==> config.mk <==
export PLATFORM = sky130hd
export DESIGN_NAME = multi_register_bank
export DESIGN_NICKNAME = d
export VERILOG_FILES = /design/src/rtl/multi_register_bank.sv
export SDC_FILE = /design/constraint.sdc
export NUM_CORES = 1
export LEC_CHECK = 0
export ABC_AREA = 1
export CAP_MARGIN = 20
export CELL_PAD_IN_SITES_DETAIL_PLACEMENT = 1
export CELL_PAD_IN_SITES_GLOBAL_PLACEMENT = 1
export CORE_MARGIN = 5
export CORE_UTILIZATION = 35
export CTS_BUF_LIST = sky130_fd_sc_hd__clkbuf_4 sky130_fd_sc_hd__clkbuf_8
export CTS_CLUSTER_DIAMETER = 30
export CTS_CLUSTER_SIZE = 12
export DETAILED_ROUTE_END_ITERATION = 8
export GPL_TIMING_DRIVEN = 0
export PLACE_DENSITY_LB_ADDON = 0.1
export SLEW_MARGIN = 15
export SYNTH_ARGS = -nofsm -noshare
export SYNTH_HDL_FRONTEND = slang
export SYNTH_SLANG_ARGS = --single-unit
==> constraint.sdc <==
create_clock -name CLOCK -period 1.75 [get_ports CLOCK]
set_input_delay 0.2625 -clock CLOCK [delete_from_list [all_inputs] [get_ports CLOCK]]
set_output_delay 0.2625 -clock CLOCK [all_outputs]
set_load 0.05 [all_outputs]
==> src/rtl/multi_register_bank.sv <==
// multi_register_bank: DEPTH x WIDTH register bank with hold/load/inc/dec write port, two read ports, carry and write-error flags
module multi_register_bank #(
  parameter int WIDTH = 4,
  parameter int DEPTH = 4,
  parameter int ADDR_W = 2,
  parameter bit BYPASS = 1
) (
  input  logic              CLOCK,
  input  logic              RESET,
  input  logic [ADDR_W-1:0] WR_ADDR,
  input  logic [1:0]        WR_MODE,
  input  logic [WIDTH-1:0]  WR_DATA,
  input  logic [ADDR_W-1:0] RD_ADDR_A,
  output logic [WIDTH-1:0]  RD_DATA_A,
  input  logic [ADDR_W-1:0] RD_ADDR_B,
  output logic [WIDTH-1:0]  RD_DATA_B,
  output logic              CARRY,
  output logic              WR_ERR
);
  logic [WIDTH-1:0] regs [DEPTH];
  logic [DEPTH-1:0] hit;
  logic [WIDTH-1:0] cur, nxt, stored_a, stored_b;
  logic wr, byp, err_n, carry_n;
  always_comb begin
    hit = '0;
    cur = '0;
    stored_a = '0;
    stored_b = '0;
    for (int i = 0; i < DEPTH; i++) begin
      hit[i] = WR_MODE != 2'b00 && WR_ADDR == ADDR_W'(i);
      if (WR_ADDR == ADDR_W'(i)) cur = regs[i];
      if (RD_ADDR_A == ADDR_W'(i)) stored_a = regs[i];
      if (RD_ADDR_B == ADDR_W'(i)) stored_b = regs[i];
    end
  end
  assign wr = |hit;
  assign err_n = WR_MODE != 2'b00 && !wr;
  assign nxt = WR_MODE == 2'b01 ? WR_DATA :
               WR_MODE == 2'b10 ? cur + 1'b1 :
               WR_MODE == 2'b11 ? cur - 1'b1 : cur;
  assign carry_n = wr && WR_MODE[1] ? (WR_MODE[0] ? cur == '0 : &cur) : CARRY;
  assign byp = BYPASS && wr && !RESET;
  assign RD_DATA_A = byp && RD_ADDR_A == WR_ADDR ? nxt : stored_a;
  assign RD_DATA_B = byp && RD_ADDR_B == WR_ADDR ? nxt : stored_b;
  always_ff @(posedge CLOCK) begin
    if (RESET) begin
      for (int i = 0; i < DEPTH; i++) regs[i] <= '0;
      CARRY <= 1'b0;
      WR_ERR <= 1'b0;
    end else begin
      for (int i = 0; i < DEPTH; i++) if (hit[i]) regs[i] <= nxt;
      CARRY <= carry_n;
      WR_ERR <= err_n;
    end
  end
endmodule
* After elaboration in Yosys (flattened, before gate mapping)
Memories as Yosys holds them, arrays and structs flattened.
Cells that the tools add are included.
** Operators by class
- Add/subtract/negate cells :: 2
- Equal/unequal tests :: 14
- Muxes and demuxes :: 36
- Bitwise operators :: 4
- Reductions and logical operators :: 18
** Operators with widths (number)
- 4-bit 2-to-1 mux :: 21
- 2-bit == test, second input constant :: 8
- 1-bit 2-to-1 mux :: 15
- 1-bit logical AND :: 9
- 2-bit by 1-bit == test with 1-bit output, second input constant :: 4
- 2-bit logical NOT :: 3
- 4-bit by 1-bit adder with 4-bit output, second input constant :: 1
- 2-bit == test :: 2
- 4-bit logical NOT :: 1
- 1-bit OR :: 4
- 4-bit AND reduction :: 1
- 4-bit OR reduction :: 1
- 4-bit by 1-bit subtractor with 4-bit output, second input constant :: 1
- 1-bit logical NOT :: 2
- 2-bit nonzero test :: 1
** Word-level totals
- Register bits after elaboration :: 2
- RAM bits :: 16
- Input bits :: 14
- Output and inout port bits :: 10
- Logic and storage cells :: 77
- Memories kept :: 1
** Memory list
- regs :: words 4, bits a word 4, read ports 4, clocked after memory_dff 0, write ports 4, RTL line 20 : logic [WIDTH-1:0] regs [DEPTH];

* Depth between registers and ports, before layout
Gate-level depths: netlist (run 1).
- Depth after elaboration :: 10
- Mapped depth :: 11

* Worst setup path after synthesis (run 1)
No wires, ideal clock.
- Kind :: input -> output
- Start point :: input port WR_ADDR[1]
- End point :: output port RD_DATA_A[1]
- Data arrival time :: 2.422 ns
- Setup slack :: -0.935 ns
- Cell stages on the path :: 10
- Path buffers :: 0
- Cell sequence :: nor2_2 > nand2_1 > nand3_2 > nor2_2 > ha_1 > xor2_1 > a22oi_1 > o21ai_0 > inv_1 > o21ai_0
** Between the ends
- Cells in the longest elaborated chain, start to end :: 10
- Elaborated cells on any way between the ends :: 22
- Those cells by class :: 2 x add/sub; 4 x eq/ne; 8 x mux; 8 x reduce/logical
** Ends and longest elaborated chain
- start: declaration :: RTL line 10 : input logic [ADDR_W-1:0] WR_ADDR,
- 2-bit logical NOT :: RTL line 30, 31
- 4-bit 2-to-1 mux (4 in series) :: RTL line 31 : if (WR_ADDR == ADDR_W'(i)) cur = regs[i];
- 4-bit by 1-bit subtractor with 4-bit output :: RTL line 40 : WR_MODE == 2'b11 ? cur - 1'b1 : cur;
- 4-bit 2-to-1 mux :: RTL line 40
- 4-bit 2-to-1 mux :: RTL line 39 : WR_MODE == 2'b10 ? cur + 1'b1 :
- 4-bit 2-to-1 mux :: RTL line 38 : assign nxt = WR_MODE == 2'b01 ? WR_DATA :
- 4-bit 2-to-1 mux (*) :: RTL line 43 : assign RD_DATA_A = byp && RD_ADDR_A == WR_ADDR ? nxt : stored_a;
- end: declaration :: RTL line 14 : output logic [WIDTH-1:0] RD_DATA_A,
Every way passes the cells marked *; elsewhere a longest branch is shown, timed or not.

==> results.sh, run 1 <==
export IMPL_post_synthesis_sequential_area_ratio_pct=35.7
export IMPL_worst_endpoint_required_ps=1490
export IMPL_syn_area_um2=1460
export IMPL_multiInputGateArea_um2=1070
export IMPL_clkTransAtPathRegs_ps=80
export IMPL_clock_sinks=18
export IMPL_core_area_um2=4030
export IMPL_synth_top_cell_area_share_pct=33.0
export IMPL_status="complete, but fails checks"
export IMPL_wl_per_cell_um=21.3
export IMPL_synth_edff_count=16
export IMPL_i_o_buffers=21
export IMPL_vdd_drop_max_mv=0.390
export IMPL_p_switching_w=0.000624
export IMPL_yosys_area_top_type="sky130_fd_sc_hd__edfxtp_1"
export IMPL_worstMarginPinSlew_ps=660
export IMPL_layout_drive_gt1_share_pct=40.6
export IMPL_cts_buffer_depth=2
export IMPL_drc_errors=0
export IMPL_grt_max_degree=11
export IMPL_number_of_library_cell_types_mapped_by_synthesis=34
export IMPL_post_synth_main_area_contributors="sky130_fd_sc_hd__edfxtp_1, sky130_fd_sc_hd__nand2_1, sky130_fd_sc_hd__nand3_1, sky130_fd_sc_hd__nor2_1, sky130_fd_sc_hd__inv_1"
export IMPL_swShare_pct=39.9
export IMPL_synth_seq_cells=18
export IMPL_fp_dieH_um=74.5
export IMPL_synthToLayoutAreaGrowth_pct=58.3
export IMPL_timing_final_hold_violations=0
export IMPL_worst_endpoint_arrival_ps=2240
export IMPL_finalMaxSlewViolations=0
export IMPL_drv_max_cap_violation_count=0
export IMPL_ys_warnings_count=0
export IMPL_finalCriticalPeriod_ps=2510
export IMPL_cts_max_level=1
export IMPL_detail_route_wirelength_um=6470
export IMPL_grt_setup_unrepaired="true"
export IMPL_floorplan_initialDensity_pct=36.2
export IMPL_fp_dieW_um=74.5
export IMPL_worstHoldPathType="reg -> reg"
export IMPL_first_global_vias=1788
export IMPL_report_power_total_w=0.00156
export IMPL_power_density_nw_per_um2=677
export IMPL_final_period_utilization_pct=143
export IMPL_p_int_w=0.000938
export IMPL_failed_checks="negative setup slack"
export IMPL_synthesis_nets=215
export IMPL_vias_per_cell=5.72
export IMPL_timing_final_ws_setup_ps=-756
export IMPL_insertedDiodeCount=0
export IMPL_nets=271
export IMPL_pre_cts_ws_ps=-1920
export IMPL_grt_pass1_wl_um=9010
export IMPL_power_sequential_fraction_pct=33.7
export IMPL_max_freq_mhz=399
export IMPL_pin_count=24
export IMPL_drt_antenna_violating_nets=0
export IMPL_timing_critical_path_to_type="primary output"
export IMPL_cts_buffer_count=3
export IMPL_p_clk_share_pct=20.3
export IMPL_design_area_um2=2310
export IMPL_die_area_um2=5560
export IMPL_placed_area_um2=1800
export IMPL_clkLatencyLatePin_ps=270
export IMPL_clock_skew_ps=13.7
export IMPL_route_met2_wl_um=3420
export IMPL_row_count=23
export IMPL_number_of_fillers_in_the_final_layout=485
export IMPL_type_of_the_worst_setup_path="reg -> out"
export IMPL_critical_path_startpoint_type="flop"
export IMPL_dr_max_layer_used="met4"
export IMPL_final_core_utilization_pct=57.3
export IMPL_num_vias=1740
export IMPL_post_dp_hpwl_um=3920
export IMPL_finalSetupViolCount=23
export IMPL_post_synth_cell_area_avg_um2=7.32
export IMPL_grt_antenna_before_repair=0
export IMPL_comb_power_share_pct=46.1
export IMPL_groute_usage_overall_pct=21.9
export IMPL_cts_tree="yes"
export IMPL_route_met3_wl_um=329
export IMPL_synthFlopType="sky130_fd_sc_hd__edfxtp_1"
export IMPL_routedLengthMet1_um=2500
export IMPL_crit_fanout=3
export IMPL_clock_tree_root_cell="sky130_fd_sc_hd__clkbuf_8"
export IMPL_detailedRoute_firstPassIterationCount=4
export IMPL_grt_overflow_total=0
export IMPL_seq_area_um2=520
export IMPL_first_iteration_detailed_routing_drc_count=120
export IMPL_postSynth_asyncResetShare_pct=0
export IMPL_power_leakage_nw=0.956
export IMPL_gp_congestion=0.828
export IMPL_timing_slew_headroom_pct=55.6
export IMPL_synthesis_instances=199
==> logic make-up after synthesis <==
logic type | after synthesis | synth area share [%]
other | 1 | 0.257
AND/OR/NAND/NOR | 109 | 36.0
AO/OA/AOI/OAI | 34 | 14.9
adder cells (fa/ha/maj) | 2 | 1.72
flip-flops | 18 | 35.7
XOR/XNOR | 4 | 2.40
buffers and inverters | 31 | 9.01
==> path summary, 6_finish.rpt <==
check,from,endpoint,slack [ps],cells past startpoint
worst max-delay path,regs[3][1],RD_DATA_A[2],-760,10
worst min-delay path,CARRY,CARRY,570,4
worst max register to register,regs[3][1],regs[1][2],-490,10
worst min register to register,CARRY,CARRY,570,4
==> synthesized netlist by cell type (2+ instances only) <==
library cell               count
sky130_fd_sc_hd__a21oi_1       3
sky130_fd_sc_hd__inv_2         2
sky130_fd_sc_hd__o21ai_0      14
sky130_fd_sc_hd__buf_6         2
sky130_fd_sc_hd__o211ai_1      4
sky130_fd_sc_hd__o21ai_1       4
sky130_fd_sc_hd__xor2_1        3
sky130_fd_sc_hd__nand2_1      38
sky130_fd_sc_hd__nand3_1      23
sky130_fd_sc_hd__dfxtp_1       2
sky130_fd_sc_hd__nand3_2       7
sky130_fd_sc_hd__o221ai_1      2
sky130_fd_sc_hd__nand4_2       2
sky130_fd_sc_hd__nor3_1        2
sky130_fd_sc_hd__nor2_1       28
sky130_fd_sc_hd__ha_1          2
sky130_fd_sc_hd__clkbuf_1      2
sky130_fd_sc_hd__nor2_2        4
sky130_fd_sc_hd__nand2_2       2
sky130_fd_sc_hd__inv_1        24
sky130_fd_sc_hd__edfxtp_1     16
==> cells in the final DEF (no fill, tap or decap), drive strengths merged, types with 4 or more instances in the layout <==
master,netlist,routed
edfxtp,16,16
o211ai,4,4
o21ai,18,18
nand2,40,40
clkbuf,2,5
buf,2,41
nor2,32,32
inv,26,26
nand3,30,30
a21oi,4,4
clkdlybuf4s50,0,7
==> cell type report <==
type                            count  share of cell area, %
Buffer                              4                   1.30
Clock buffer                        3                   1.79
Sequential cell                    18                   22.6
Timing Repair Buffer               51                   20.6
Inverter                           27                   4.39
Multi-Input combinational cell    150                   46.5
Tap cell                           50                   2.71
Clock inverter                      1                  0.163
==> repair_timing <==
item	4_1_cts	5_1_grt
pin swaps	12	15
cloned	0	0
hold buffers	0	0
resized for setup	95	35
buffers inserted	22	10
setup endpoints to repair	29	20
==> registers in the layout, indices dropped and copies added, names as in the netlist <==
| register | count |
|---|---|
| regs | 16 |
| CARRY | 1 |
| WR_ERR | 1 |
==> per-stage QoR <==
step                      cells  hold WS, ps  setup TNS (ps)
after floorplan             199          453           -1200
after detailed placement    270          563          -29430
final                       304          573           -8890
after CTS                   296          585           -7870
after global routing        304          649          -10600
after global placement      270          557          -28090
==> power by group through the flow <==
stage | clock (W) | sequential [W] | combinational, W
finish | 0.000317 | 0.000526 | 0.000719
global route | 0.000334 | 0.000526 | 0.000759
CTS | 0.000310 | 0.000521 | 0.000612
detailed placement | 0 | 0.000537 | 0.000498
global placement | 0 | 0.000537 | 0.000486
floorplan | 0 | 0.000530 | 0.000329
==> worst max-delay path: stages (launching register included) <==
cell and delay [ps]:
sky130_fd_sc_hd__edfxtp_1 440, sky130_fd_sc_hd__nand3_1 160, sky130_fd_sc_hd__nand4_1 170, sky130_fd_sc_hd__ha_2 230, sky130_fd_sc_hd__inv_2 70, sky130_fd_sc_hd__o21ai_2 60, sky130_fd_sc_hd__xnor2_1 230, sky130_fd_sc_hd__nor2_1 110
sky130_fd_sc_hd__a21oi_4 240, sky130_fd_sc_hd__o22ai_4 100, sky130_fd_sc_hd__buf_6 160
==> routing by layer <==
metal | GRT usage, % | vias up
li1 | - | 783
met1 | 25.8 | 874
met2 | 39.0 | 62
met3 | 3.11 | 21
met4 | 10.5 | 0
met5 | 0 | -
No activity file was read; power rests on OpenSTA's default activity.
==> run 2: changes to the inputs <==
CTS_CLUSTER_SIZE = default   (was 12)
clock period = 2.3 ns   (was 1.75 ns; I/O delays follow)
==> run 2 against run 1 <==
The run still ends with negative setup slack left. Worst setup slack gained 640 ps. Sequential share of layout area grew 1.8 points. Worst hold slack gained 11 ps. Final area down 7.5%. Clock skew shrank 7.3 ps. Register-to-register slack better by 730 ps. Via count down 2.3%. Largest power group unchanged.
==> results.sh, run 2 (synthesis gave the netlist of run 1 again) <==
export IMPL_status="complete, but fails checks"
export IMPL_failed_checks="negative setup slack"
export IMPL_largest_reg_flops=16
export IMPL_worst_r2r_startpoint="regs[3][0]"
export IMPL_global_route_usage_met2_pct=39.7
export IMPL_reg2regPathDepth=10
export IMPL_grt_pass1_wl_um=9110
export IMPL_detail_route_wirelength_um=5760
export IMPL_groute_usage_overall_pct=22.1
export IMPL_vdd_drop_max_mv=0.247
export IMPL_whs_path_depth=4
export IMPL_rrSetupSlack_ps=240
export IMPL_worstHoldPathType="reg -> reg"
export IMPL_drc_errors=0
export IMPL_i_o_buffers=21
export IMPL_core_area_um2=4030
export IMPL_worst_endpoint_arrival_ps=2080
export IMPL_clock_sinks=18
export IMPL_timing_critical_path_cells="nand3_2, inv_1, nor2_4, ha_4, xor2_1, a22oi_1, o21ai_1, inv_2, o21ai_2, buf_6"
export IMPL_layout_drive_gt1_share_pct=34.1
export IMPL_hold_sp="CARRY"
export IMPL_final_period_utilization_pct=105
export IMPL_drt_antenna_violating_nets=0
export IMPL_gp_congestion=0.856
export IMPL_clkLatencyLatePin_ps=250
export IMPL_floorplan_initialDensity_pct=36.2
export IMPL_critical_path_slowest_cell="sky130_fd_sc_hd__edfxtp_1"
export IMPL_nets=273
export IMPL_top_register="regs"
export IMPL_number_of_fillers_in_the_final_layout=508
export IMPL_multiInputGateArea_um2=932
export IMPL_clkTransAtPathRegs_ps=70
export IMPL_worst_r2r_endpoint="regs[2][2]"
export IMPL_power_density_nw_per_um2=505
export IMPL_power_leakage_nw=0.943
export IMPL_fp_dieH_um=74.5
export IMPL_finalCriticalPeriod_ps=2420
export IMPL_cts_max_level=1
export IMPL_clock_skew_ps=6.31
export IMPL_die_area_um2=5560
export IMPL_placed_area_um2=1740
export IMPL_timing_final_hold_violations=0
export IMPL_worst_endpoint_required_ps=1960
export IMPL_grt_antenna_before_repair=0
export IMPL_post_dp_hpwl_um=3860
export IMPL_row_count=23
export IMPL_cts_buffer_count=3
export IMPL_max_freq_mhz=413
export IMPL_synthToLayoutAreaGrowth_pct=46.4
export IMPL_cts_hold_buf=0
export IMPL_first_iteration_detailed_routing_drc_count=78
export IMPL_layout_common_cells="sky130_fd_sc_hd__nand2_1, sky130_fd_sc_hd__buf_4, sky130_fd_sc_hd__nor2_1"
export IMPL_crit_fanout=6
export IMPL_num_vias=1700
export IMPL_first_global_vias=1839
export IMPL_finalSetupViolCount=6
export IMPL_pre_cts_ws_ps=-1400
export IMPL_seq_area_um2=520
export IMPL_global_route_usage_met1_pct=26.2
export IMPL_pin_count=24
export IMPL_grt_overflow_total=0
export IMPL_worstMarginPinSlew_ps=624
export IMPL_clock_tree_root_cell="sky130_fd_sc_hd__clkbuf_8"
export IMPL_busiest_layer="met2"
export IMPL_timing_final_ws_setup_ps=-121
export IMPL_wl_per_cell_um=18.9
export IMPL_finalMaxSlewViolations=0
export IMPL_use_met3_pct=1.35
export IMPL_critical_path_startpoint_type="flop"
export IMPL_reg_largest_list="regs: 16 flops, CARRY: 1 flops, WR_ERR: 1 flops"
export IMPL_design_area_um2=2130
export IMPL_cts_tree="yes"
export IMPL_detailedRoute_firstPassIterationCount=4
export IMPL_timing_slew_headroom_pct=58.0
export IMPL_timing_critical_path_to_type="primary output"
export IMPL_slowest_delay_ps=420
export IMPL_fp_dieW_um=74.5
export IMPL_insertedDiodeCount=0
export IMPL_drv_max_cap_violation_count=0
export IMPL_grt_setup_unrepaired="true"
export IMPL_min_to="CARRY"
export IMPL_cts_buffer_depth=2
export IMPL_layout_commonest_cell="sky130_fd_sc_hd__nand2_1"
export IMPL_grt_max_degree=10
export IMPL_vias_per_cell=5.57
export IMPL_type_of_the_worst_setup_path="reg -> out"
[run 2: how the worst max path moves through the flow]
stage,from,cells after the start,slack [ps],end
2_1_floorplan,WR_ADDR[1],10,-170,RD_DATA_A[1]
3_3_place_gp,WR_ADDR[0],13,-1360,RD_DATA_A[2]
3_5_place_dp,WR_ADDR[0],13,-1400,RD_DATA_A[2]
4_1_cts,regs[3][0],10,-110,RD_DATA_B[2]
5_1_grt,regs[2][1],10,-210,RD_DATA_B[1]
6_report,regs[3][0],10,-120,RD_DATA_B[1]
[run 2: cell type report]
cell class | count | area share (%)
Buffer | 4 | 1.58
Clock buffer | 3 | 1.94
Inverter | 27 | 4.75
Multi-Input combinational cell | 150 | 43.7
Sequential cell | 18 | 24.4
Tap cell | 50 | 2.93
Timing Repair Buffer | 53 | 20.7
[run 2: worst max-delay path, delay by kind of cell (launching register included)]
kind / cells / cell delay (ps)
compound gates: 3 / 320
fa+ha+maj: 1 / 210
xor+xnor: 1 / 140
simple gates: 2 / 300
flops: 1 / 420
buf+inv: 3 / 420
[run 2: layer usage]
metal | routed length, µm | vias to the layer above | share of wire (%)
met5 | 0 | - | 0
li1 | - | 793 | -
met2 | 2950 | 56 | 51
met4 | 250 | 0 | 4.3
met3 | 227 | 19 | 3.9
met1 | 2330 | 832 | 40
[run 2: power breakdown]
part	total, W	internal, W	switching (W)
registers	0.000398	0.000379	0.0000184
logic	0.000465	0.000178	0.000287
clock network	0.000214	0.000116	0.0000978
total	0.00108	0.000674	0.000403
[run 2: metrics by stage]
step / setup TNS (ps) / std cells / total power [W] / utilization [%] / hold WS (ps)
after floorplan: -346 / 199 / 0.000630 / - / 535
after global placement: -13000 / 270 / 0.000753 / 43.2 / 550
after detailed placement: -14230 / 270 / 0.000763 / 43.2 / 570
after CTS: -423 / 299 / 0.00105 / 50.9 / 593
after global routing: -1090 / 305 / 0.00113 / 53.0 / 653
final: -599 / 305 / 0.00108 / 53.0 / 584
[run 2: timing repair]
item,CTS,global route
pin swaps,9,4
endpoints found under the setup margin,16,8
setup buffers,26,6
resized for setup,84,15
==> edit, RTL diff (config.mk and constraints of run 2) <==
Add an input register stage for `WR_ADDR`, `WR_MODE`, `WR_DATA`, `RD_ADDR_A` and `RD_ADDR_B`, with the module's reset; this delays them by one clock.
--- a/src/rtl/multi_register_bank.sv
+++ b/src/rtl/multi_register_bank.sv
@@ -19,2 +19,25 @@
 );
+
+  logic [ADDR_W-1:0] WR_ADDR_q;
+  logic [1:0] WR_MODE_q;
+  logic [WIDTH-1:0] WR_DATA_q;
+  logic [ADDR_W-1:0] RD_ADDR_A_q;
+  logic [ADDR_W-1:0] RD_ADDR_B_q;
+
+  always_ff @(posedge CLOCK) begin
+    if (RESET) begin
+      WR_ADDR_q   <= '0;
+      WR_MODE_q   <= '0;
+      WR_DATA_q   <= '0;
+      RD_ADDR_A_q <= '0;
+      RD_ADDR_B_q <= '0;
+    end else begin
+      WR_ADDR_q   <= WR_ADDR;
+      WR_MODE_q   <= WR_MODE;
+      WR_DATA_q   <= WR_DATA;
+      RD_ADDR_A_q <= RD_ADDR_A;
+      RD_ADDR_B_q <= RD_ADDR_B;
+    end
+  end
+
   logic [WIDTH-1:0] regs [DEPTH];
@@ -29,6 +52,6 @@
     for (int i = 0; i < DEPTH; i++) begin
-      hit[i] = WR_MODE != 2'b00 && WR_ADDR == ADDR_W'(i);
-      if (WR_ADDR == ADDR_W'(i)) cur = regs[i];
-      if (RD_ADDR_A == ADDR_W'(i)) stored_a = regs[i];
-      if (RD_ADDR_B == ADDR_W'(i)) stored_b = regs[i];
+      hit[i] = WR_MODE_q != 2'b00 && WR_ADDR_q == ADDR_W'(i);
+      if (WR_ADDR_q == ADDR_W'(i)) cur = regs[i];
+      if (RD_ADDR_A_q == ADDR_W'(i)) stored_a = regs[i];
+      if (RD_ADDR_B_q == ADDR_W'(i)) stored_b = regs[i];
     end
@@ -36,10 +59,10 @@
   assign wr = |hit;
-  assign err_n = WR_MODE != 2'b00 && !wr;
-  assign nxt = WR_MODE == 2'b01 ? WR_DATA :
-               WR_MODE == 2'b10 ? cur + 1'b1 :
-               WR_MODE == 2'b11 ? cur - 1'b1 : cur;
-  assign carry_n = wr && WR_MODE[1] ? (WR_MODE[0] ? cur == '0 : &cur) : CARRY;
+  assign err_n = WR_MODE_q != 2'b00 && !wr;
+  assign nxt = WR_MODE_q == 2'b01 ? WR_DATA_q :
+               WR_MODE_q == 2'b10 ? cur + 1'b1 :
+               WR_MODE_q == 2'b11 ? cur - 1'b1 : cur;
+  assign carry_n = wr && WR_MODE_q[1] ? (WR_MODE_q[0] ? cur == '0 : &cur) : CARRY;
   assign byp = BYPASS && wr && !RESET;
-  assign RD_DATA_A = byp && RD_ADDR_A == WR_ADDR ? nxt : stored_a;
-  assign RD_DATA_B = byp && RD_ADDR_B == WR_ADDR ? nxt : stored_b;
+  assign RD_DATA_A = byp && RD_ADDR_A_q == WR_ADDR_q ? nxt : stored_a;
+  assign RD_DATA_B = byp && RD_ADDR_B_q == WR_ADDR_q ? nxt : stored_b;
   always_ff @(posedge CLOCK) begin
Function: changed (Yosys sat finds a counterexample within 4 cycles, from zero or initial values and one cycle with RESET high).
==> edit against run 2 <==
- the run still ends with negative setup slack left
- die area up 22%
- sequential cell count rose by 12
- routed wire length grew 6.0%
- final area rose by 25%
- hold slack worse by 16 ps
- register-to-register slack lost 70 ps
- setup slack got worse by 12 ps
- synthesized area up 26%
- global-route usage fell by 3.6 points
- total power up 45%
- critical endpoint is now RD_DATA_B[2]
- largest cell class unchanged
- highest routed layer unchanged
==> edit: results (changes against run 2) <==
Place
  • I/O Buffers: 23 (+9.5%)
  • Pre-CTS WS: -794 ps (+606 ps)
  • HPWL Detailed: 4280 um (+11%)
  • Placed instance area: 0.00216 sq mm (+24%)
  • GP Congestion: 0.854 (-0.23%)

CTS
  • CTS H-tree lvls: 2 (+1)
  • Clock latency on the worst-skew pair: 290 ps (+40 ps)
  • Clock tree buffer depth: 2 (unchanged)
  • Root buffer cell: clkbuf_8
  • CTS clk-pin slew, worst paths: about 60 ps
  • Num CTS Buffers: 5 (+2)

Hold path
  • Hold EP: WR_MODE_q[1]$_SDFF_PP0_
  • HP Class: in2reg
  • Hold Startpoint: WR_MODE[1]
  • Hold Path Stages: 3 (-1)

Yosys
  • Post-Synth Adder-Cell Area: 0.0136 (-0.00355)
  • Fraction of registers with async set/reset: 0 (unchanged)
  • Compound-Gate Fraction of Synth Area: 0.0844 (-0.0649)
  • Synth cell types: 29 (-15%)
  • Ys flop type: edfxtp_1
  • Commonest cells post-synth: nand2_1 (46), nor2_1 (40), inv_1 (39), nand3_1 (29), o21ai_0 (18)
  • Top post-synthesis cells by area: edfxtp_1 (26%), dfxtp_1 (15%), nand2_1 (9.4%)
  • Syn. warnings: 0 (unchanged)
  • Net Count, Synth: 266 (+24%)
  • Sequential element share of the synthesized area: 0.414 (+0.0568)
  • Post-Synth XOR/XNOR Area: 0.0191 (-0.00497)

STA
  • Setup_tns: -461 ps (+138 ps)
  • Slew @ Worst Pin: 591 ps (-32.6 ps)
  • Finish-stage setup viols: 5 (-1)
  • Fin worst setup slack: -133 ps (-11.5 ps)
  • Worst Skew: 7.12 ps (+0.810 ps)

Power
  • Comb power: 478 uW (+3%)
  • Net load switching power: 519 uW (+29%)
  • Peak supply drop: 0.000298 V (+21%)
  • LEAKAGE: 1.18 nW (+25%)
  • Switching share of power: 0.331 (-0.0434)
  • Clock Power: 463 uW (+120%)

Global routing
  • Grt met3 use: 0.0380 (+0.0244)
  • Met2 usage: 0.317 (-0.0806)
  • Global-route wire length before repair: 8910 um (-2.2%)
  • Met1 usage: 0.231 (-0.0317)
  • Largest net degree at the start of global routing: 11 (+1)
  • Total track usage: 0.185 (-0.0358)
  • Vias in the first global route: 1722 (-6.4%)

Routing
  • DR DRC count: 0 (unchanged)
  • Routed len/inst: 16.4 um (-13%)
  • 1st-iter DRT viols: 93 (+19%)
  • Via Count: 1821 (+7.1%)

Cells and area
  • Fraction of layout cells with a size suffix above 1: 0.331 (-0.0101)
  • # nets final: 317 (+16%)
  • Diode count: 0 (unchanged)
  • Biggest regs: regs: 16 flops, WR_DATA_q: 4 flops

Outcome
  • Status: finished with violations
  • Violated checks: negative setup slack

Setup path
  • Flop2flop setup slack: 170 ps (-70 ps)
  • Worst R2R Path Depth: 12 (+2)
  • Crit path DAT: 2090 ps
  • Worst r2r dst: regs[0][1]$_SDFFCE_PN0P_
  • Worst-path fanout max: 3 (-3)
  • R2R Path Start: WR_ADDR_q[1]$_SDFF_PP0_
edit: cells by family after synthesis:
logic type / count (synthesis)
simple gates: 135
buf+inv: 50
flops: 30
compound gates: 28
xor+xnor: 4
fa+ha+maj: 2
other cells: 1
edit: metal layers:
metal	share of wire	vias up
met3	0.044	7
met1	0.43	879
met5	0	-
li1	-	901
met4	0.014	0
met2	0.52	34
edit: timing repair:
action	4_1_cts	5_1_grt
endpoints found under the setup margin	8	8
pin swaps	6	14
gates resized for setup	69	58
buffers inserted	10	11
edit: worst max path at each step:
stage	startpoint	to	slack [ps]	depth (start not counted)
finish	regs[3][0]$_SDFFCE_PN0P_	RD_DATA_B[2]	-130	11
global route	WR_ADDR_q[1]$_SDFF_PP0_	RD_DATA_A[1]	-230	11
CTS	WR_ADDR_q[0]$_SDFF_PP0_	RD_DATA_B[1]	-240	11
detailed placement	WR_ADDR_q[0]$_SDFF_PP0_	RD_DATA_A[1]	-790	11
global placement	WR_ADDR_q[0]$_SDFF_PP0_	RD_DATA_A[1]	-770	11
floorplan	WR_ADDR_q[0]$_SDFF_PP0_	RD_DATA_A[0]	-40	4
edit: final cells by class:
type	count	area, sq um
fill	623	2430
timing repair buffer	44	405
tap	70	87.6
sequential	30	771
buffer	6	45.0
inverter	44	173
clock buffer	8	97.6
multi-input combinational	170	1100
edit: worst max-delay path, stage by stage (launching register included):
cell and delay [ps]:
edfxtp_1 490, nand3_4 160, nand4_4 140, ha_2 230, nand2_4 90, nand2_2 50
nand2_1 80, nand3_2 90, o21ai_2 90, nand2_1 60, o21ai_0 90, buf_4 230
edit: metrics by stage:
step	power, mW	util	std cells	hold slack (ps)
finish	1.57	0.524	372	568
global placement	0.994	0.423	343	561
global route	1.65	0.524	372	575
CTS	1.49	0.469	361	574
floorplan	0.858	-	250	416
detailed placement	0.995	0.423	343	563
